==> src/rtl/seq_divider.sv <==
// Multi-cycle unsigned restoring divider: one quotient bit per clock, N steps per operation.
// Result, status and handshake outputs are registered one cycle behind the control state.
module seq_divider #(
  parameter int unsigned N = 8
) (
  input  logic         CLK50M,
  input  logic         RST,
  input  logic         Start,
  input  logic [N-1:0] Dividend,
  input  logic [N-1:0] Divisor,
  output logic [N-1:0] Quotient,
  output logic [N-1:0] Remainder,
  output logic         Busy,
  output logic         Done,
  output logic         DivZero
);

  localparam int unsigned CW = $clog2(N + 1);

  typedef enum logic [1:0] {
    S_IDLE = 2'd0,
    S_RUN  = 2'd1,
    S_DONE = 2'd2
  } state_t;

  state_t        state;
  logic [N-1:0]  q_reg;
  logic [N-1:0]  d_reg;
  logic [N:0]    r_reg;
  logic [CW-1:0] count;

  logic [N:0]    r_shift;
  logic [N:0]    r_sub;
  logic          r_ge;

  // Trial subtraction for the current restoring step.
  assign r_shift = {r_reg[N-1:0], q_reg[N-1]};
  assign r_ge    = (r_shift >= {1'b0, d_reg});
  assign r_sub   = r_shift - {1'b0, d_reg};

  always_ff @(posedge CLK50M) begin
    if (RST) begin
      state     <= S_IDLE;
      q_reg     <= '0;
      d_reg     <= '0;
      r_reg     <= '0;
      count     <= '0;
      Quotient  <= '0;
      Remainder <= '0;
      Busy      <= 1'b0;
      Done      <= 1'b0;
      DivZero   <= 1'b0;
    end else begin
      Done <= 1'b0;
      Busy <= (state == S_RUN);
      case (state)
        S_IDLE: begin
          if (Start) begin
            q_reg <= Dividend;
            d_reg <= Divisor;
            r_reg <= '0;
            count <= '0;
            state <= (Divisor == '0) ? S_DONE : S_RUN;
          end
        end
        S_RUN: begin
          r_reg <= r_ge ? r_sub : r_shift;
          q_reg <= {q_reg[N-2:0], r_ge};
          count <= count + CW'(1);
          if (count == CW'(N - 1)) begin
            state <= S_DONE;
          end
        end
        S_DONE: begin
          // A zero divisor skips RUN, so q_reg still holds the captured dividend.
          Done <= 1'b1;
          if (d_reg == '0) begin
            Quotient  <= '1;
            Remainder <= q_reg;
            DivZero   <= 1'b1;
          end else begin
            Quotient  <= q_reg;
            Remainder <= r_reg[N-1:0];
            DivZero   <= 1'b0;
          end
          state <= S_IDLE;
        end
        default: state <= S_IDLE;
      endcase
    end
  end

endmodule

==> config.mk <==
export PLATFORM = sky130hd
export DESIGN_NAME = seq_divider
export DESIGN_NICKNAME = d
export VERILOG_FILES = /design/src/rtl/seq_divider.sv
export SDC_FILE = /design/constraint.sdc
export NUM_CORES = 1
export LEC_CHECK = 0
export ABC_CLOCK_PERIOD_IN_PS = 5800
export BUFFER_PORTS_ARGS = -buffer_cell sky130_fd_sc_hd__buf_2
export CORE_MARGIN = 10
export CORE_UTILIZATION = 60
export DETAILED_ROUTE_END_ITERATION = 8
export GPL_ROUTABILITY_DRIVEN = 0
export PLACE_DENSITY = 0.84
export SLEW_MARGIN = 10
export SYNTH_ARGS = -nofsm -noshare
export SYNTH_HDL_FRONTEND = slang
export SYNTH_SLANG_ARGS = --single-unit
==> constraint.sdc <==
create_clock -name CLK50M -period 5.8 [get_ports CLK50M]
set_input_delay 0.87 -clock CLK50M [delete_from_list [all_inputs] [get_ports CLK50M]]
set_output_delay 0.87 -clock CLK50M [all_outputs]
set_load 0.02 [all_outputs]
# == Word-level counts from Yosys, hierarchy flattened ==
# Index checks and enable logic that the tools add are counted.
# word_totals
reg_bits,49
inputBits,19
output_inout_bits,19
word_cells,40
# op_classes
n_addsub,2
magnitude_cmp,1
eq_ne,5
muxes,15
reduce_logical,7
# ops
cell,n
two-way mux 8 bit,5
case mux 8 bit (2 select lines),2
zero test 8 bit,2
greater-or-equal comparator 9 x 8 -> 1 bit,1
case mux 4 bit (2 select lines),1
subtractor 8 bit,1
two-way mux 2 bit,3
AND reduction 2 bit,3
adder 4 x 1 -> 4 bit (second input constant),1
equality test 4 x 3 -> 1 bit (second input constant),1
two-way mux 4 bit,1
case mux 2 bit (2 select lines),1
equality test 2 x 1 -> 1 bit (second input constant),1
equality test 2 bit (second input constant),1
zero test 2 bit,1
two-way mux 1 bit,2
!= test 2 x 1 -> 1 bit (second input constant),1
!= test 2 bit (second input constant),1
nonzero test 2 bit,1

# == Logic depth before layout (Yosys ltp) ==
# Gate-level depths: netlist (run 1).
# logic_depth
ltp_word,4
ltp_mapped,8
ltp_nobuf,8

# == Worst setup path before layout (run 1) ==
# Ideal clock, no wire load.
# synth_path
path_type,register -> register
from,reg d_reg[4]
to,reg r_reg[1]
setup_ns,0.117
t_arrival_ns,1.690
required_time_ns,5.683
setup_slack_ns,3.993
stages_incl_launch_ff,9
path_buffers,1
synth_period_minus_slack_ns,1.807
path_cell_list,dfxtp_1 -> inv_1 -> ha_1 -> a21o_1 -> a221oi_2 -> o21ai_2 -> buf_6 -> mux2i_1 -> a22o_1
# synth_via
elab_chain_len,3
# synth_lines
item,line_no,rtl
from (decl),28,logic [N-1:0] d_reg;
from (signal assigned),60,d_reg <= Divisor;
greater-or-equal comparator 9 x 8 -> 1 bit,38,"assign r_ge = (r_shift >= {1'b0, d_reg});"
two-way mux 8 bit,67,r_reg <= r_ge ? r_sub : r_shift;
case mux 8 bit (2 select lines),56,case (state)
to (signal assigned),67,
to (decl),29,logic [N:0] r_reg;
# Every way passes these cells.
# A chain may end at the register's enable or synchronous reset.

# == Worst setup path after layout (run 1) ==
# layout_path
from,reg d_reg[7]
to,reg r_reg[4]
# The elaborated chain is that of the path after synthesis.

==> results of run 1 <==
## how the worst max path moves through the flow
stage	slack (ps)	cells past startpoint	startpoint	endpoint
after global placement	3600	5	Start	r_reg[0]
after CTS	3640	7	d_reg[7]	r_reg[4]
after detailed placement	3530	5	Start	r_reg[0]
after floorplan	3990	8	d_reg[4]	r_reg[1]
final	3670	7	d_reg[7]	r_reg[4]
after global routing	3510	7	d_reg[7]	r_reg[7]
## logic make-up (layout without fill, tap and decap cells)
kind of cell,Yosys count,count (layout)
XOR/XNOR,3,3
flip-flops,49,49
adder cells (fa/ha/maj),10,10
multiplexers,7,7
AND/OR/NAND/NOR,140,140
buffers and inverters,32,60
AO/OA/AOI/OAI,61,61
## cell usage after synthesis, types with 2 or more instances
cell type	n	area (um2)
a21oi_1	14	70.1
nor4_1	5	31.3
nand2_1	45	169
a311oi_2	2	30.0
a22o_1	2	17.5
buf_6	2	22.5
nor3_1	16	80.1
or2_2	3	18.8
nor2_1	50	188
nor2b_1	4	25.0
a21o_1	2	15.0
nand3_1	4	20.0
o21ai_0	10	50.1
buf_2	7	35.0
nand2b_1	4	25.0
clkbuf_1	8	30.0
a211oi_1	2	15.0
a31oi_1	4	25.0
xnor2_1	2	17.5
ha_1	9	113
o211ai_1	2	15.0
a311oi_1	15	131
mux2i_1	7	70.1
inv_1	14	52.6
or3_1	2	12.5
dfxtp_1	49	981
## routing by layer
layer / wire (um) / vias up
met4: 80 / 0
met3: 339 / 10
met1: 2340 / 1002
met5: 0 / -
met2: 2710 / 47
li1: - / 1117
## stage by stage
step           hold slack (ps)  std cells  total power [mW]
2_1_floorplan              435        302             0.603
3_3_place_gp               444        372             0.640
3_5_place_dp               465        372             0.644
4_1_cts                    479        380             0.883
5_1_grt                    493        380             0.932
6_report                   478        380             0.881
## critical path: cells and delay by family (launching register included)
| family | cells | cell delay [ps] |
|---|---|---|
| AO/OA/AOI/OAI | 2 | 580 |
| adder cells (fa/ha/maj) | 1 | 370 |
| buffers and inverters | 1 | 90 |
| flip-flops | 1 | 360 |
| multiplexers | 1 | 300 |
| AND/OR/NAND/NOR | 2 | 310 |
## final cells by class
| type | instances | area share, % |
|---|---|---|
| Sequential cell | 49 | 36.3 |
| Tap cell | 50 | 2.31 |
| Clock inverter | 2 | 1.43 |
| Timing Repair Buffer | 38 | 7.13 |
| Inverter | 14 | 1.94 |
| Clock buffer | 6 | 2.68 |
| Multi-Input combinational cell | 221 | 48.2 |
## power by group
group	internal (mW)	switching (mW)	total, mW
combinational	0.101	0.153	0.253
clock	0.129	0.113	0.242
sequential	0.363	0.0224	0.386
total	0.594	0.288	0.881
==> impl_metrics.py, run 1 <==
metrics = {
    "yosys": {
        "syn_area_um2": 2430,
        "synth.avg_cell_area_um2": 8.05,
        "synth_top_family_by_area": "simple AND/OR/NAND/NOR gates",
        "syn_nets": 331,
        "async_reset_ff_share_pct": 0,
        "syn_inst": 302,
        "synth-edff-count": 0,
        "synth_seq_area_share_pct": 40.4,
        "yosysUniqueCellTypes": 44,
        "yosys.area_share.adder_pct": 5.46,
        "synth_compound_area_share_pct": 18.4,
        "synth-seq-cells": 49,
        "muxShareOfSynthArea_pct": 2.88,
        "ys_warn_count": 0,
        "synth-simple-area-share_pct": 25.8,
        "synth-xor-area-share_pct": 1.08,
        "ys.flop_type": "dfxtp_1",
    },
    "worst_setup_path": {
        "worstSetupPathType": "register to register",
        "reg2reg_depth": 7,
        "max_stage_delay_ps": 480,
        "worstPathRequired_ps": 6000,
        "critical_path.cell_chain": "inv_1, ha_1, and3_2, nand3_1, o21ai_2, mux2i_1, o21ai_0",
        "endpoint_kind": "register",
        "r2r_start": "d_reg[7]",
        "critPathMaxFanout": 12,
        "cp-start-kind": "register",
        "regToRegSetupSlack_ps": 3670,
        "critical_path_arrival_ps": 2330,
        "critPathSlowestCell": "o21ai_2",
        "worstReg2RegEnd": "r_reg[4]",
    },
    "layout": {
        "area_growth_pct": 11.3,
        "final_common_cell": "nor2_1",
        "num_antenna_cells": 0,
        "seq_area_um2": 981,
        "final_cell_mix": "nor2_1, dfxtp_1, nand2_1",
        "n_fill_cell": 327,
        "finish.utilization_pct": 68.1,
        "drive_gt1_share_pct": 17.9,
        "fin_area_um2": 2700,
        "nets": 358,
        "multi_input_area_um2": 1300,
    },
    "global_routing": {
        "antenna_found_initial": 0,
        "met1_usage_pct": 18.2,
        "grt_start_max_net_pins": 43,
        "grt_pass1_wl_mm": 9.50,
        "top_usage_layer": "met2",
        "grt_use_met3_pct": 4.98,
        "grt_usage_pct": 15.8,
        "grt_pass1_vias": 2062,
        "grt_use_met2_pct": 27.0,
        "grt.overflow.total": 0,
    },
    "outcome": {
        "status": "completed",
    },
    "sta": {
        "slew_headroom_pct": 44.1,
        "finalSetupTns_ps": 0,
        "fmax_mhz": 470,
        "finalHoldViolCount": 0,
        "finalSetupViolCount": 0,
        "setup_ws_ps": 3670,
        "min_period_over_period_pct": 36.7,
        "finClkSkew_ps": 8.91,
        "layout_min_cycle_time_ps": 2130,
        "worstMarginPinSlew_ps": 835,
        "slew_violations": 0,
        "grt_setup_unrepaired": "false",
    },
    "cts": {
        "htree_levels": 2,
        "ctsHoldBuffers": 0,
        "cts_setup_buffers": 0,
        "cts_root_buffer": "clkbuf_8",
        "cts.repair.resized": 0,
        "tritoncts": "built",
        "clock_sinks": 49,
        "clk_latency_ps": 310,
        "cts_buffers": 5,
        "path_clk_slew_ps": 90,
        "clockBufferDepth": 2,
    },
    "die": {
        "die-area_um2": 6990,
        "start_util_pct": 61.2,
        "die_h_um": 83.6,
        "fp.coreArea_um2": 3970,
        "placementRows": 23,
        "ios": 38,
        "die_w_um": 83.6,
    },
    "routing": {
        "wl_per_cell_um": 14.4,
        "drtIter0Drc": 230,
        "vias": 2176,
        "drc": 0,
        "firstDrtPassIters": 4,
        "antenna_left": 0,
        "via_per_inst": 5.73,
        "wl_mm": 5.47,
    },
    "placed_design": {
        "io_buffers": 37,
        "place_area_um2": 2590,
        "place_hpwl_mm": 3.95,
        "pre_cts_slack_ps": 3530,
    },
    "run": {
        "maxCapViolCount": 0,
    },
    "pwr": {
        "p_leak_nw": 1.12,
        "ir_drop_mv": 0.197,
        "power.density_nw_per_um2": 326,
    },
    "hold_path": {
        "hp-start": "r_reg[7]",
        "worstHoldPathType": "register to register",
        "holdPathStages": 2,
        "hold_path_end": "r_reg[7]",
    },
}
Power figures use the tool's default switching activity.
==> run 2: changes to the inputs <==
--- a/config.mk
+++ b/config.mk
@@ -5,13 +5,13 @@
 export SDC_FILE = /design/constraint.sdc
 export NUM_CORES = 1
 export LEC_CHECK = 0
-export ABC_CLOCK_PERIOD_IN_PS = 5800
+export ABC_CLOCK_PERIOD_IN_PS = 1700
 export BUFFER_PORTS_ARGS = -buffer_cell sky130_fd_sc_hd__buf_2
 export CORE_MARGIN = 10
-export CORE_UTILIZATION = 60
+export CORE_UTILIZATION = 51
 export DETAILED_ROUTE_END_ITERATION = 8
 export GPL_ROUTABILITY_DRIVEN = 0
-export PLACE_DENSITY = 0.84
+export PLACE_DENSITY = 0.76
 export SLEW_MARGIN = 10
 export SYNTH_ARGS = -nofsm -noshare
 export SYNTH_HDL_FRONTEND = slang
==> constraint.sdc (replaced) <==
create_clock -name CLK50M -period 1.7 [get_ports CLK50M]
set_input_delay 0.255 -clock CLK50M [delete_from_list [all_inputs] [get_ports CLK50M]]
set_output_delay 0.255 -clock CLK50M [all_outputs]
set_load 0.02 [all_outputs]
==> run 2 against run 1 <==
  * The flow now finishes with violations (negative setup slack)
  * Global-route usage grew 3.5 points
  * Final cell count up 14%
  * Total power grew to 4.1 times the previous value
  * Fmax increased by 12%
  * Largest cell class unchanged
  * Sequential power increased to 3.4 times the previous value
  * Register-to-register slack got worse by 3900 ps
  * Combinational power grew to 5.5 times the previous value
  * Worst setup slack got worse by 3900 ps
==> impl_metrics.py, run 2 (synthesis results as in run 1) <==
metrics = {
    "run": {
        "maxCapViolCount": 0,
    },
    "global_routing": {
        "grt_pass1_vias": 2545,
        "grt_start_max_net_pins": 41,
        "antenna_found_initial": 0,
        "grt_usage_pct": 19.3,
        "grt_pass1_wl_mm": 11.9,
        "grt.overflow.total": 0,
    },
    "sta": {
        "slew_headroom_pct": 70.6,
        "fmax_mhz": 529,
        "grt_setup_unrepaired": "true",
        "finalSetupTns_ps": -1090,
        "setup_ws_ps": -192,
        "finalHoldViolCount": 0,
        "finalSetupViolCount": 14,
        "worstMarginPinSlew_ps": 437,
        "layout_min_cycle_time_ps": 1890,
        "slew_violations": 0,
        "finClkSkew_ps": 6.66,
        "min_period_over_period_pct": 111,
    },
    "worst_setup_path": {
        "worstPathRequired_ps": 1890,
        "critPathMaxFanout": 6,
        "cp-start-kind": "register",
        "endpoint_kind": "register",
        "critical_path.cell_chain": "inv_4, ha_4, a21o_4, a221oi_4, buf_4, o21ai_4, mux2i_2, o21ai_1",
        "worstSetupPathType": "register to register",
        "critPathSlowestCell": "dfxtp_2",
        "max_stage_delay_ps": 370,
        "critical_path_arrival_ps": 2080,
    },
    "die": {
        "ios": 38,
        "placementRows": 25,
        "die-area_um2": 7930,
        "die_h_um": 89.0,
        "start_util_pct": 52.1,
        "fp.coreArea_um2": 4660,
        "die_w_um": 89.0,
    },
    "layout": {
        "area_growth_pct": 36.5,
        "nets": 406,
        "final_common_cell": "nor2_1",
        "finish.utilization_pct": 71.2,
        "fin_area_um2": 3320,
        "drive_gt1_share_pct": 38.1,
        "num_antenna_cells": 0,
        "n_fill_cell": 342,
        "final_cell_mix": "nor2_1, buf_4, nand2_1",
    },
    "routing": {
        "wl_per_cell_um": 17.4,
        "wl_mm": 7.53,
        "antenna_left": 0,
        "drtIter0Drc": 133,
        "firstDrtPassIters": 4,
        "drc": 0,
        "vias": 2547,
        "via_per_inst": 5.90,
    },
    "cts": {
        "htree_levels": 2,
        "cts_root_buffer": "clkbuf_8",
        "cts_buffers": 5,
        "clock_sinks": 49,
        "clk_latency_ps": 310,
        "tritoncts": "built",
        "path_clk_slew_ps": 90,
        "clockBufferDepth": 2,
    },
    "pwr": {
        "power.density_nw_per_um2": 1080,
        "p_leak_nw": 1.39,
        "ir_drop_mv": 0.533,
    },
    "placed_design": {
        "place_hpwl_mm": 4.80,
        "place_area_um2": 2970,
        "io_buffers": 37,
    },
    "outcome": {
        "violations": "negative setup slack",
        "status": "finished with violations",
    },
    "hold_path": {
        "worstHoldPathType": "input port to register",
    },
}
-- run 2: changes by cell type in the layout (fill, tap and decap cells not counted), moves of 2 or more --
cell,change
buf_12,+2
o21ai_0,-3
o21ai_1,+2
nor2_2,+2
inv_2,+6
inv_1,-7
ha_1,-8
dfxtp_1,-10
o21ai_4,+2
nor2_1,-2
buf_4,+45
dfxtp_2,+10
ha_4,+8
-- run 2: final cells by class --
cell class | count | area (um2) | area share [%]
Clock buffer | 5 | 68.8 | 2.07
Sequential cell | 49 | 993 | 30.0
Multi-Input combinational cell | 222 | 1520 | 45.8
Clock inverter | 3 | 43.8 | 1.32
Inverter | 14 | 55.1 | 1.66
Timing Repair Buffer | 85 | 571 | 17.2
Tap cell | 54 | 67.6 | 2.04
-- run 2: timing repair --
item	in CTS	in global routing
cloned	1	0
pin swaps	11	5
setup endpoints to repair	11	25
endpoints found under the hold margin	0	0
hold buffers	0	0
setup buffers	10	2
resized for setup	26	9
-- run 2: layer usage --
metal / vias up / global-route usage, % / share of wire [%]
met2: 114 / 32.6 / 50
li1: 1208 / - / -
met4: 0 / 11.3 / 3.4
met1: 1202 / 21.9 / 40
met5: - / 0 / 0
met3: 23 / 4.19 / 6.3
-- run 2: final timing paths --
path	slack [ps]	start	end	cells past startpoint
worst max-delay path	-190	d_reg[4]	r_reg[2]	8
worst min-delay path	180	Divisor[4]	d_reg[4]	3
worst max register to register	-190	d_reg[4]	r_reg[2]	8
worst min register to register	470	DivZero	DivZero	2
-- run 2: through the flow --
| stage | std cells | power, mW | setup WS (ps) | hold WS (ps) |
|---|---|---|---|---|
| 6_report | 432 | 3.59 | -192 | 180 |
| 5_1_grt | 432 | 3.75 | -254 | 183 |
| 4_1_cts | 430 | 3.48 | -77.6 | 187 |
| 3_5_place_dp | 411 | 2.42 | -317 | 448 |
| 3_3_place_gp | 411 | 2.38 | -240 | 441 |
| 2_1_floorplan | 302 | 2.11 | 0.257 | 394 |
-- run 2: worst max-delay path: cells and delay by family, from the launching register on --
kind	cells	cell delay (ps)
buffers and inverters	2	230
muxes	1	230
AOI/OAI and AO/OA	4	730
adders and majority gates	1	220
DFF	1	370
-- run 2: report_power, final --
part	leakage, nW	total (mW)	internal (mW)	switching [mW]
sequential	0.404	1.33	1.24	0.0904
clock	0.0585	0.862	0.441	0.420
combinational	0.923	1.39	0.649	0.744
==> run 3: changes to the inputs <==
--- a/config.mk
+++ b/config.mk
@@ -8,10 +8,11 @@
 export ABC_CLOCK_PERIOD_IN_PS = 1700
 export BUFFER_PORTS_ARGS = -buffer_cell sky130_fd_sc_hd__buf_2
 export CORE_MARGIN = 10
-export CORE_UTILIZATION = 51
+export CORE_UTILIZATION = 45
+export CTS_CLUSTER_SIZE = 16
 export DETAILED_ROUTE_END_ITERATION = 8
 export GPL_ROUTABILITY_DRIVEN = 0
-export PLACE_DENSITY = 0.76
+export PLACE_DENSITY = 0.68
 export SLEW_MARGIN = 10
 export SYNTH_ARGS = -nofsm -noshare
 export SYNTH_HDL_FRONTEND = slang
==> run 3 against run 2 <==
  * The flow still finishes with violations (negative setup slack)
  * Sequential share of layout area grew 0.11 points
  * Count of clock-buffer cells in the layout unchanged
  * Clock power up 0.6%
  * Sequential power hardly changed
  * Wire length shrank 7.0%
  * First-iteration DRC count up 11%
  * Critical path type unchanged
==> impl_metrics.py, run 3 (synthesis results as in run 1) <==
metrics = {
    "cts": {
        "ctsHoldBuffers": 0,
        "tritoncts": "built",
        "clock_sinks": 49,
        "cts_buffers": 5,
        "cts_root_buffer": "clkbuf_8",
        "htree_levels": 2,
        "clk_latency_ps": 310,
        "path_clk_slew_ps": 100,
        "clockBufferDepth": 2,
    },
    "die": {
        "die_h_um": 93.5,
        "ios": 38,
        "placementRows": 26,
        "die-area_um2": 8740,
        "fp.coreArea_um2": 5170,
        "start_util_pct": 47.0,
        "die_w_um": 93.5,
    },
    "worst_setup_path": {
        "critPathMaxFanout": 6,
        "critPathSlowestCell": "dfxtp_2",
        "critical_path.cell_chain": "inv_2, ha_4, a21o_4, a221oi_4, buf_4, o21ai_4, mux2i_1, o21ai_1",
        "worstPathRequired_ps": 1900,
        "cp-start-kind": "register",
        "critical_path_arrival_ps": 1960,
        "worstSetupPathType": "register to register",
        "max_stage_delay_ps": 340,
        "critical-path-top-delay-family": "compound AO/OA/AOI/OAI gates",
        "crit_buf_inv": 2,
        "endpoint_kind": "register",
    },
    "layout": {
        "fin_cells": 441,
        "n_fill_cell": 438,
        "drive_gt1_share_pct": 36.9,
        "seq_area_um2": 993,
        "num_antenna_cells": 0,
        "final_common_cell": "nor2_1",
        "final_cell_mix": "nor2_1, nand2_1, dfxtp_1",
        "area_growth_pct": 36.0,
        "nets": 399,
        "multi_input_area_um2": 1520,
    },
    "sta": {
        "worstMarginPinSlew_ps": 424,
        "fmax_mhz": 567,
        "grt_setup_unrepaired": "true",
        "finalHoldViolCount": 0,
        "slew_violations": 0,
        "finalSetupTns_ps": -392,
        "min_period_over_period_pct": 104,
        "finalSetupViolCount": 8,
        "slew_headroom_pct": 71.7,
        "layout_min_cycle_time_ps": 1770,
        "setup_ws_ps": -65.1,
        "finClkSkew_ps": 5.29,
    },
    "outcome": {
        "status": "finished with violations",
        "violations": "negative setup slack",
    },
    "placed_design": {
        "place_hpwl_mm": 4.92,
        "io_buffers": 37,
        "pre_cts_slack_ps": -289,
        "placed_cells": 424,
    },
    "routing": {
        "drc": 0,
        "wl_per_cell_um": 15.9,
        "firstDrtPassIters": 4,
        "vias": 2362,
        "wl_mm": 7.00,
        "drtIter0Drc": 147,
        "antenna_left": 0,
        "via_per_inst": 5.36,
    },
    "pwr": {
        "ir_drop_mv": 0.538,
        "power_mw": 3.55,
        "p_leak_nw": 1.36,
        "power.density_nw_per_um2": 1070,
    },
    "hold_path": {
        "worstHoldPathType": "input port to register",
    },
    "global_routing": {
        "grt.overflow.total": 0,
        "antenna_found_initial": 0,
        "grt_pass1_wl_mm": 11.5,
        "grt_pass1_vias": 2293,
        "grt_usage_pct": 16.3,
        "grt_start_max_net_pins": 40,
    },
    "run": {
        "maxCapViolCount": 0,
    },
}
## run 3: changes by cell type in the layout (fill, tap and decap cells not counted), sizes merged
cell / delta
buf: -7
inv: -1
clkinvlp: +1
## run 3: worst reg2reg max path, cell delays in order (launching register included)
cell and delay [ps]:
dfxtp_2 340, inv_2 50, ha_4 230, a21o_4 230
a221oi_4 320, buf_4 180, o21ai_4 80, mux2i_1 160
o21ai_1 70
## run 3: worst paths after layout
path | startpoint | end | slack [ps] | depth (start not counted)
worst max-delay path | d_reg[4] | r_reg[2] | -70 | 8
worst min-delay path | RST | q_reg[0] | 140 | 2
worst max register to register | d_reg[4] | r_reg[2] | -70 | 8
worst min register to register | DivZero | DivZero | 460 | 2
## run 3: per-layer routing
layer	wire [um]	track usage [%]
met5	0	0
met4	144	6.68
met3	340	3.84
met2	3370	26.5
met1	3150	20.0
## run 3: power by group
| group | switching (mW) | total (mW) | internal [mW] | leakage [nW] |
|---|---|---|---|---|
| combinational | 0.704 | 1.35 | 0.646 | 0.898 |
| sequential | 0.0853 | 1.33 | 1.24 | 0.404 |
| clock | 0.426 | 0.867 | 0.441 | 0.0543 |
| total | 1.22 | 3.55 | 2.33 | 1.36 |
## run 3: cell type report
cell class / instances / area share (%)
Multi-Input combinational cell: 222 / 46.0
Sequential cell: 49 / 30.1
Timing Repair Buffer: 78 / 16.2
Tap cell: 70 / 2.65
Clock buffer: 5 / 2.08
Inverter: 14 / 1.59
Clock inverter: 3 / 1.40
## run 3: through the flow
| stage | hold slack (ps) | area, um2 | utilization, % |
|---|---|---|---|
| detailed placement | 445 | 2980 | 57.6 |
| CTS | 136 | 3260 | 63.0 |
| floorplan | 394 | 2510 | - |
| global placement | 441 | 2980 | 57.6 |
| global route | 149 | 3300 | 63.9 |
| finish | 141 | 3300 | 63.9 |
## run 3: what timing repair did
action | in CTS | in global routing
setup buffers | 7 | 1
setup endpoints to repair | 23 | 26
pin swaps | 10 | 7
hold endpoints to repair | 0 | 0
gates resized for setup | 25 | 12
cloned | 1 | 0
